[src/rtl/data_mem_port_pkg.sv]
`default_nettype none
// ============================================================================
// Module   : mem_pkg
// Purpose  : Shared types and constants for the memory-stage load/store port.
// Revision : 1.0
// ============================================================================
package mem_pkg;

  typedef enum logic [1:0] {
    ST_IDLE = 2'd0,
    ST_BUSY = 2'd1,
    ST_DONE = 2'd2
  } state_t;

  localparam logic [2:0] c_F3_LB  = 3'b000;
  localparam logic [2:0] c_F3_LH  = 3'b001;
  localparam logic [2:0] c_F3_LW  = 3'b010;
  localparam logic [2:0] c_F3_LBU = 3'b100;
  localparam logic [2:0] c_F3_LHU = 3'b101;

  localparam logic [3:0] c_BE_BYTE = 4'b0001;
  localparam logic [3:0] c_BE_HALF = 4'b0011;
  localparam logic [3:0] c_BE_WORD = 4'b1111;

  // Stores have no unsigned variants, so any funct3 with bit 2 set is illegal there.
  function automatic logic f3_illegal(input logic [2:0] f3, input logic is_store);
    return (f3 == 3'b011) || (f3[2] && (is_store || f3[1]));
  endfunction

endpackage
`default_nettype wire

[src/rtl/data_mem_port_if.sv]
`default_nettype none
// ============================================================================
// Module   : data_mem_port_if
// Purpose  : Request/acknowledge data-memory bus between the port and memory.
// Revision : 1.0
// ============================================================================
interface data_mem_port_if #(
  parameter int ADDR_W = 32
) ();

  logic              mem_req;
  logic              mem_we;
  logic [3:0]        mem_be;
  logic [ADDR_W-1:0] mem_addr;
  logic [31:0]       mem_wdata;
  logic [31:0]       mem_rdata;
  logic              mem_ack;

  modport master (
    output mem_req, mem_we, mem_be, mem_addr, mem_wdata,
    input  mem_rdata, mem_ack
  );

  modport slave (
    input  mem_req, mem_we, mem_be, mem_addr, mem_wdata,
    output mem_rdata, mem_ack
  );

endinterface
`default_nettype wire

[src/rtl/data_mem_port_lane_fmt.sv]
`default_nettype none
// ============================================================================
// Module   : mem_lane_fmt
// Purpose  : Store lane replication / byte enables and load extraction / extension.
// Revision : 1.0
// ============================================================================
module mem_lane_fmt
  import mem_pkg::*;
(
  input  wire logic [2:0]  i_st_funct3,
  input  wire logic [1:0]  i_st_addr_lo,
  input  wire logic [31:0] i_st_wdata,
  output logic [3:0]       o_st_be,
  output logic [31:0]      o_st_data,
  input  wire logic [2:0]  i_ld_funct3,
  input  wire logic [1:0]  i_ld_addr_lo,
  input  wire logic [31:0] i_ld_rdata,
  output logic [31:0]      o_ld_data
);

  logic [7:0]  w_byte;
  logic [15:0] w_half;

  always_comb begin
    o_st_be   = c_BE_WORD;
    o_st_data = i_st_wdata;
    case (i_st_funct3[1:0])
      2'b00: begin
        o_st_be   = c_BE_BYTE << i_st_addr_lo;
        o_st_data = {4{i_st_wdata[7:0]}};
      end
      2'b01: begin
        o_st_be   = c_BE_HALF << i_st_addr_lo;
        o_st_data = {2{i_st_wdata[15:0]}};
      end
      default: ;
    endcase
  end

  always_comb begin
    case (i_ld_addr_lo)
      2'd0:    w_byte = i_ld_rdata[7:0];
      2'd1:    w_byte = i_ld_rdata[15:8];
      2'd2:    w_byte = i_ld_rdata[23:16];
      default: w_byte = i_ld_rdata[31:24];
    endcase
    w_half = i_ld_addr_lo[1] ? i_ld_rdata[31:16] : i_ld_rdata[15:0];
    case (i_ld_funct3)
      c_F3_LB:  o_ld_data = {{24{w_byte[7]}}, w_byte};
      c_F3_LH:  o_ld_data = {{16{w_half[15]}}, w_half};
      c_F3_LW:  o_ld_data = i_ld_rdata;
      c_F3_LBU: o_ld_data = {24'd0, w_byte};
      c_F3_LHU: o_ld_data = {16'd0, w_half};
      default:  o_ld_data = '0;
    endcase
  end

endmodule
`default_nettype wire

[src/rtl/data_mem_port.sv]
`default_nettype none
// ============================================================================
// Module   : data_mem_port
// Purpose  : MEM-stage load/store sequencer driving a req/ack data-memory bus.
// Revision : 1.0
// ============================================================================
module data_mem_port
  import mem_pkg::*;
#(
  parameter int ADDR_W   = 32,
  parameter int MAX_WAIT = 15
) (
  input  wire logic              clk,
  input  wire logic              reset,
  input  wire logic              MemRead,
  input  wire logic              MemWrite,
  input  wire logic [2:0]        Funct3,
  input  wire logic [ADDR_W-1:0] Addr,
  input  wire logic [31:0]       WrData,
  output logic [31:0]            RdData,
  output logic                   Stall,
  output logic                   Misaligned,
  output logic                   BusErr,
  data_mem_port_if.master        bus
);

  localparam logic [7:0] c_WAIT_LAST = 8'(MAX_WAIT - 1);

  state_t            r_state;
  logic [7:0]        r_wait;
  logic              r_err;
  logic [2:0]        r_funct3;
  logic [1:0]        r_addr_lo;
  logic [31:0]       r_rdata;
  logic              r_req;
  logic              r_we;
  logic [3:0]        r_be;
  logic [ADDR_W-1:0] r_addr;
  logic [31:0]       r_wdata;

  logic              w_any;
  logic              w_illegal;
  logic              w_misaligned;
  logic              w_start;
  logic [3:0]        w_st_be;
  logic [31:0]       w_st_data;
  logic [31:0]       w_ld_data;

  mem_lane_fmt u_lane_fmt (
    .i_st_funct3  (Funct3),
    .i_st_addr_lo (Addr[1:0]),
    .i_st_wdata   (WrData),
    .o_st_be      (w_st_be),
    .o_st_data    (w_st_data),
    .i_ld_funct3  (r_funct3),
    .i_ld_addr_lo (r_addr_lo),
    .i_ld_rdata   (bus.mem_rdata),
    .o_ld_data    (w_ld_data)
  );

  // Request decode is combinational so refusals cost no cycle and a legal access stalls at once.
  always_comb begin
    w_any        = (MemRead | MemWrite) & (r_state == ST_IDLE) & ~reset;
    w_illegal    = f3_illegal(Funct3, MemWrite);
    w_misaligned = ((Funct3[1:0] == 2'b01) & Addr[0]) |
                   ((Funct3[1:0] == 2'b10) & (Addr[1:0] != 2'b00));
    w_start      = w_any & ~w_illegal & ~w_misaligned;
  end

  assign Stall      = w_start | (r_state == ST_BUSY);
  assign Misaligned = w_any & ~w_illegal & w_misaligned;
  assign BusErr     = (w_any & w_illegal) | ((r_state == ST_DONE) & r_err);
  assign RdData     = r_rdata;

  assign bus.mem_req   = r_req;
  assign bus.mem_we    = r_we;
  assign bus.mem_be    = r_be;
  assign bus.mem_addr  = r_addr;
  assign bus.mem_wdata = r_wdata;

  always_ff @(posedge clk) begin
    if (reset) begin
      r_state   <= ST_IDLE;
      r_wait    <= '0;
      r_err     <= 1'b0;
      r_funct3  <= '0;
      r_addr_lo <= '0;
      r_rdata   <= '0;
      r_req     <= 1'b0;
      r_we      <= 1'b0;
      r_be      <= '0;
      r_addr    <= '0;
      r_wdata   <= '0;
    end else begin
      case (r_state)
        ST_IDLE: begin
          if (w_start) begin
            r_state   <= ST_BUSY;
            r_req     <= 1'b1;
            r_we      <= MemWrite;
            r_be      <= w_st_be;
            r_addr    <= {Addr[ADDR_W-1:2], 2'b00};
            r_wdata   <= MemWrite ? w_st_data : 32'd0;
            r_funct3  <= Funct3;
            r_addr_lo <= Addr[1:0];
            r_wait    <= '0;
            r_err     <= 1'b0;
          end
        end
        ST_BUSY: begin
          // An ack in the final allowed cycle still wins over the timeout.
          if (bus.mem_ack) begin
            r_rdata <= w_ld_data;
            r_req   <= 1'b0;
            r_state <= ST_DONE;
          end else if (r_wait == c_WAIT_LAST) begin
            r_rdata <= '0;
            r_req   <= 1'b0;
            r_err   <= 1'b1;
            r_state <= ST_DONE;
          end else begin
            r_wait <= r_wait + 8'd1;
          end
        end
        ST_DONE: begin
          r_err   <= 1'b0;
          r_state <= ST_IDLE;
        end
        default: r_state <= ST_IDLE;
      endcase
    end
  end

endmodule
`default_nettype wire

[src/flat_wrapper.sv]
// flat-port wrapper written by rule: the top's interface ports become plain ports
module data_mem_port_flat import mem_pkg::*;
#(
  parameter int ADDR_W   = 32,
  parameter int MAX_WAIT = 15
)
  (clk, reset, MemRead, MemWrite, Funct3, Addr, WrData, RdData, Stall, Misaligned, BusErr, bus_mem_req, bus_mem_we, bus_mem_be, bus_mem_addr, bus_mem_wdata, bus_mem_rdata, bus_mem_ack);
  data_mem_port_if #(.ADDR_W(ADDR_W)) bus_i ();
  input  wire logic clk;
  input  wire logic reset;
  input  wire logic MemRead;
  input  wire logic MemWrite;
  input  wire logic [2:0] Funct3;
  input  wire logic [ADDR_W-1:0] Addr;
  input  wire logic [31:0] WrData;
  output logic [31:0] RdData;
  output logic Stall;
  output logic Misaligned;
  output logic BusErr;
  output wire logic [$bits(bus_i.mem_req)-1:0] bus_mem_req;
  output wire logic [$bits(bus_i.mem_we)-1:0] bus_mem_we;
  output wire logic [$bits(bus_i.mem_be)-1:0] bus_mem_be;
  output wire logic [$bits(bus_i.mem_addr)-1:0] bus_mem_addr;
  output wire logic [$bits(bus_i.mem_wdata)-1:0] bus_mem_wdata;
  input wire logic [$bits(bus_i.mem_rdata)-1:0] bus_mem_rdata;
  input wire logic [$bits(bus_i.mem_ack)-1:0] bus_mem_ack;
  assign bus_mem_req = bus_i.mem_req;
  assign bus_mem_we = bus_i.mem_we;
  assign bus_mem_be = bus_i.mem_be;
  assign bus_mem_addr = bus_i.mem_addr;
  assign bus_mem_wdata = bus_i.mem_wdata;
  assign bus_i.mem_rdata = bus_mem_rdata;
  assign bus_i.mem_ack = bus_mem_ack;
  data_mem_port #(.ADDR_W(ADDR_W), .MAX_WAIT(MAX_WAIT)) u_core (.clk(clk), .reset(reset), .MemRead(MemRead), .MemWrite(MemWrite), .Funct3(Funct3), .Addr(Addr), .WrData(WrData), .RdData(RdData), .Stall(Stall), .Misaligned(Misaligned), .BusErr(BusErr), .bus(bus_i));
endmodule
[config.mk]
export PLATFORM = sky130hd
export DESIGN_NAME = data_mem_port_flat
export DESIGN_NICKNAME = d
export VERILOG_FILES = /design/src/rtl/data_mem_port_pkg.sv /design/src/rtl/data_mem_port_if.sv /design/src/rtl/data_mem_port_lane_fmt.sv /design/src/rtl/data_mem_port.sv /design/src/flat_wrapper.sv
export SDC_FILE = /design/constraint.sdc
export NUM_CORES = 1
export LEC_CHECK = 0
export BUFFER_PORTS_ARGS = -buffer_cell sky130_fd_sc_hd__buf_2
export CAP_MARGIN = 20
export CORE_ASPECT_RATIO = 0.9
export CORE_UTILIZATION = 45
export CTS_BUF_LIST = sky130_fd_sc_hd__clkbuf_16
export CTS_CLUSTER_SIZE = 24
export DETAILED_ROUTE_END_ITERATION = 12
export GPL_ROUTABILITY_DRIVEN = 0
export MAX_ROUTING_LAYER = met4
export PLACE_DENSITY = 0.73
export SLEW_MARGIN = 20
export SYNTH_ARGS = -nofsm -noshare
export SYNTH_HDL_FRONTEND = slang
export SYNTH_HIERARCHICAL = 1
export SYNTH_SLANG_ARGS = --single-unit
[constraint.sdc]
create_clock -name clk -period 4.6 [get_ports clk]
set_input_delay 0.46 -clock clk [delete_from_list [all_inputs] [get_ports clk]]
set_output_delay 0.46 -clock clk [all_outputs]
set_load 0.1 [all_outputs]
==> flow_summary.json <==
{
  "endpoint_kind": "output port",
  "grt_usage": 0.262,
  "nNetsFinal": 1028,
  "cp_cell_sequence": "or4_2, o22ai_1, buf_2",
  "synth_top_family_by_area": "compound AO/OA/AOI/OAI gates",
  "pwr_density_cell_nw_per_um2": 361,
  "p_sw_uw": 967,
  "design_area_sq_um": 7970,
  "cts_hold_buf": 0,
  "post-cts-setup-buffers": 0,
  "gr-usage-met1": 0.357,
  "ys_types": 59,
  "viasPerCell": 5.84,
  "swShare": 0.336,
  "cts_made_buffers": 17,
  "skew_ns": 0.0121,
  "grt_pass1_vias": 5791,
  "synth_compound_gate_area_share": 0.284,
  "pin_count": 209,
  "grt_setup_unrepaired": "false",
  "first_pass_iters": 5,
  "leakage_uw": 0.00320,
  "grt_pass1_wl_um": 30200,
  "path_delay_family": "simple AND/OR/NAND/NOR gates",
  "post-route-period-util": 0.644,
  "power_frac_clock": 0.400,
  "syn_inst": 788,
  "yosys.area_share.simple": 0.180,
  "setup_ws_ns": 1.64,
  "ys_seq_elements": 116,
  "grt_max_degree": 105,
  "syn_area_per_cell_sq_um": 8.35,
  "r2r_end": "u_core/bus.mem_wdata[17]",
  "slowest_stage": "or4_2",
  "die_w_um": 129,
  "synth.yosys.seq_area_share": 0.353,
  "reg2reg_depth": 4,
  "fp.dieH_um": 117,
  "antenna_found_initial": 1,
  "critical_path_arrival_ns": 2.50,
  "status": "finished clean",
  "drc": 0,
  "synth_most_common_cell": "dfxtp_1",
  "maxCapViolCount": 0,
  "dp_worst_setup_slack_ns": 1.61,
  "start_kind": "flop",
  "ir_drop_mv": 0.303,
  "setup.worst_path.class": "reg -> out",
  "min_from": "Addr[26]",
  "cts_buffer_depth": 2,
  "synth_top_area_cell": "dfxtp_1",
  "synthDominantCellAreaShare": 0.353,
  "syn-cell-area_sq_um": 6580,
  "slowest_delay_ns": 0.96,
  "vias": 6591,
  "drv_slew": 0,
  "p_int_uw": 1910,
  "setup-tns-final_ns": 0,
  "synthMuxAreaShare": 0.0941,
  "final_hold_viol_count": 0,
  "cts_tree": "done",
  "root_buffer": "clkbuf_16",
  "fill_cells": 1354,
  "die_area_sq_um": 15100,
  "synthTopCellsByArea": "dfxtp_1, a21oi_1, o31ai_1, nand2_1, nand4_1",
  "synth_commonest_cells": "dfxtp_1, a21oi_1, nand2_1",
  "clock_latency_ns": 0.41,
  "antenna_left": 0,
  "routedWlPerCell_um": 17.2,
  "htreeDepth": 4,
  "multi_input_area_sq_um": 3770,
  "globalRouteOverflowTotal": 0,
  "busiest_layer": "met2",
  "ys_warn_count": 6,
  "p_seq_frac": 0.367,
  "clock-sinks": 116,
  "start_util": 0.465,
  "drtIter0Drc": 553,
  "critPathRequiredTime_ns": 4.14,
  "holdCritPathClass": "in -> reg",
  "rows": 41,
  "timing.slew.headroom": 0.322,
  "tightest_slew_ns": 1.02,
  "regArea_sq_um": 2320,
  "ctsResizeCount": 0,
  "placed_cell_area_sq_um": 7460,
  "hpwl_um": 12300,
  "final_cell_count_no_fill": 1128,
  "drive_gt1_frac": 0.312,
  "synth_xor_area_frac": 0.00133,
  "numPortBuffers": 206,
  "cp_num_buf_inv": 1,
  "met3_usage": 0.0655,
  "fin_crit_ns": 2.96,
  "fmax_mhz": 338,
  "synth_flop_cell": "dfxtp_1",
  "rr_startpoint": "u_core/r_state[1]",
  "rrSetupSlack_ns": 1.91,
  "core_area_sq_um": 14200,
  "clk_pin_slew_ns": 0.06,
  "min_delay_path_depth": 3,
  "critPathMaxFanout": 22,
  "holdPathEnd": "u_core/bus.mem_addr[26]",
  "synth_edf_count": 0,
  "dp_cells": 1096,
  "synthArstFlopShare": 0,
  "area_growth_pct": 21.1,
  "routed_wl_um": 19400,
  "met2_usage": 0.376,
  "p_comb_frac": 0.233,
  "synthAdderAreaFrac": 0.00380,
  "setup_viol": 0
}
power groups by stage:
stage	logic, uW	registers [uW]	clock network, uW
after floorplan	330	1280	0
after global placement	662	1080	0
after detailed placement	666	1080	0
after CTS	667	1060	1170
after global routing	712	1060	1230
final	670	1060	1150
cells in the final DEF (no fill, tap or decap), types with 3 or more instances in the layout:
| cell | count |
|---|---|
| a21oi_1 | 111 |
| a311oi_1 | 4 |
| a31oi_1 | 3 |
| a41oi_1 | 3 |
| buf_2 | 205 |
| buf_4 | 12 |
| clkbuf_16 | 17 |
| clkinv_1 | 9 |
| dfxtp_1 | 116 |
| inv_1 | 6 |
| mux2_2 | 17 |
| mux2i_1 | 24 |
| mux4_1 | 4 |
| mux4_2 | 3 |
| nand2_1 | 111 |
| nand2b_1 | 3 |
| nand3_1 | 11 |
| nand4_1 | 41 |
| nor2_1 | 6 |
| o211ai_1 | 10 |
| o211ai_2 | 19 |
| o21ai_0 | 45 |
| o31ai_1 | 73 |
| or4_1 | 32 |
layout make-up:
cell class                      instances  area share
Antenna cell                            1    0.000314
Clock buffer                           17      0.0534
Clock inverter                         14      0.0100
Inverter                                3     0.00141
Multi-Input combinational cell        567       0.473
Sequential cell                       116       0.291
Tap cell                              193      0.0303
Timing Repair Buffer                  217       0.140
layer usage:
metal / vias up / wire length, um
met5: - / 0
met4: 0 / 353
met2: 264 / 8650
li1: 3232 / -
met1: 3064 / 9110
met3: 31 / 1330
worst max path at each step:
stage	start	to	slack (ns)	depth (start not counted)
2_1_floorplan	reset	Misaligned	0.46	6
3_3_place_gp	reset	u_core/bus.mem_wdata[11]	1.65	5
3_5_place_dp	reset	u_core/bus.mem_wdata[6]	1.61	5
4_1_cts	u_core/r_state[1]	BusErr	1.62	3
5_1_grt	u_core/r_state[1]	BusErr	1.56	3
6_report	u_core/r_state[1]	BusErr	1.64	3
sequential cells by signal (all words and copies together) (netlist names):
name                  cells
u_core/bus.mem_we         1
u_core/r_err              1
u_core/r_wait             8
u_core/bus.mem_wdata     32
u_core/r_state            2
u_core/bus.mem_be         4
u_core/bus.mem_req        1
u_core/bus.mem_addr      30
u_core/r_addr_lo          2
u_core/RdData            32
u_core/r_funct3           3
per-stage QoR:
stage	power (uW)	hold slack [ns]	util
after floorplan	1610	0.449	-
after global placement	1740	0.452	0.527
after detailed placement	1740	0.455	0.527
after CTS	2900	0.291	0.563
after global routing	3000	0.282	0.563
final	2880	0.300	0.563
cell families after synthesis:
| group | after synthesis |
|---|---|
| buf+inv | 106 |
| compound gates | 287 |
| flops | 116 |
| simple gates | 226 |
| other cells | 1 |
| xor+xnor | 1 |
| fa+ha+maj | 2 |
| mux | 49 |
worst reg2reg max path: cells and delay by family, from the launching register on:
kind            cells  cell delay (ns)
compound gates      1             0.16
buf+inv             1             0.46
simple gates        2             1.61
flops               1             0.38
Power figures use the tool's default switching activity.
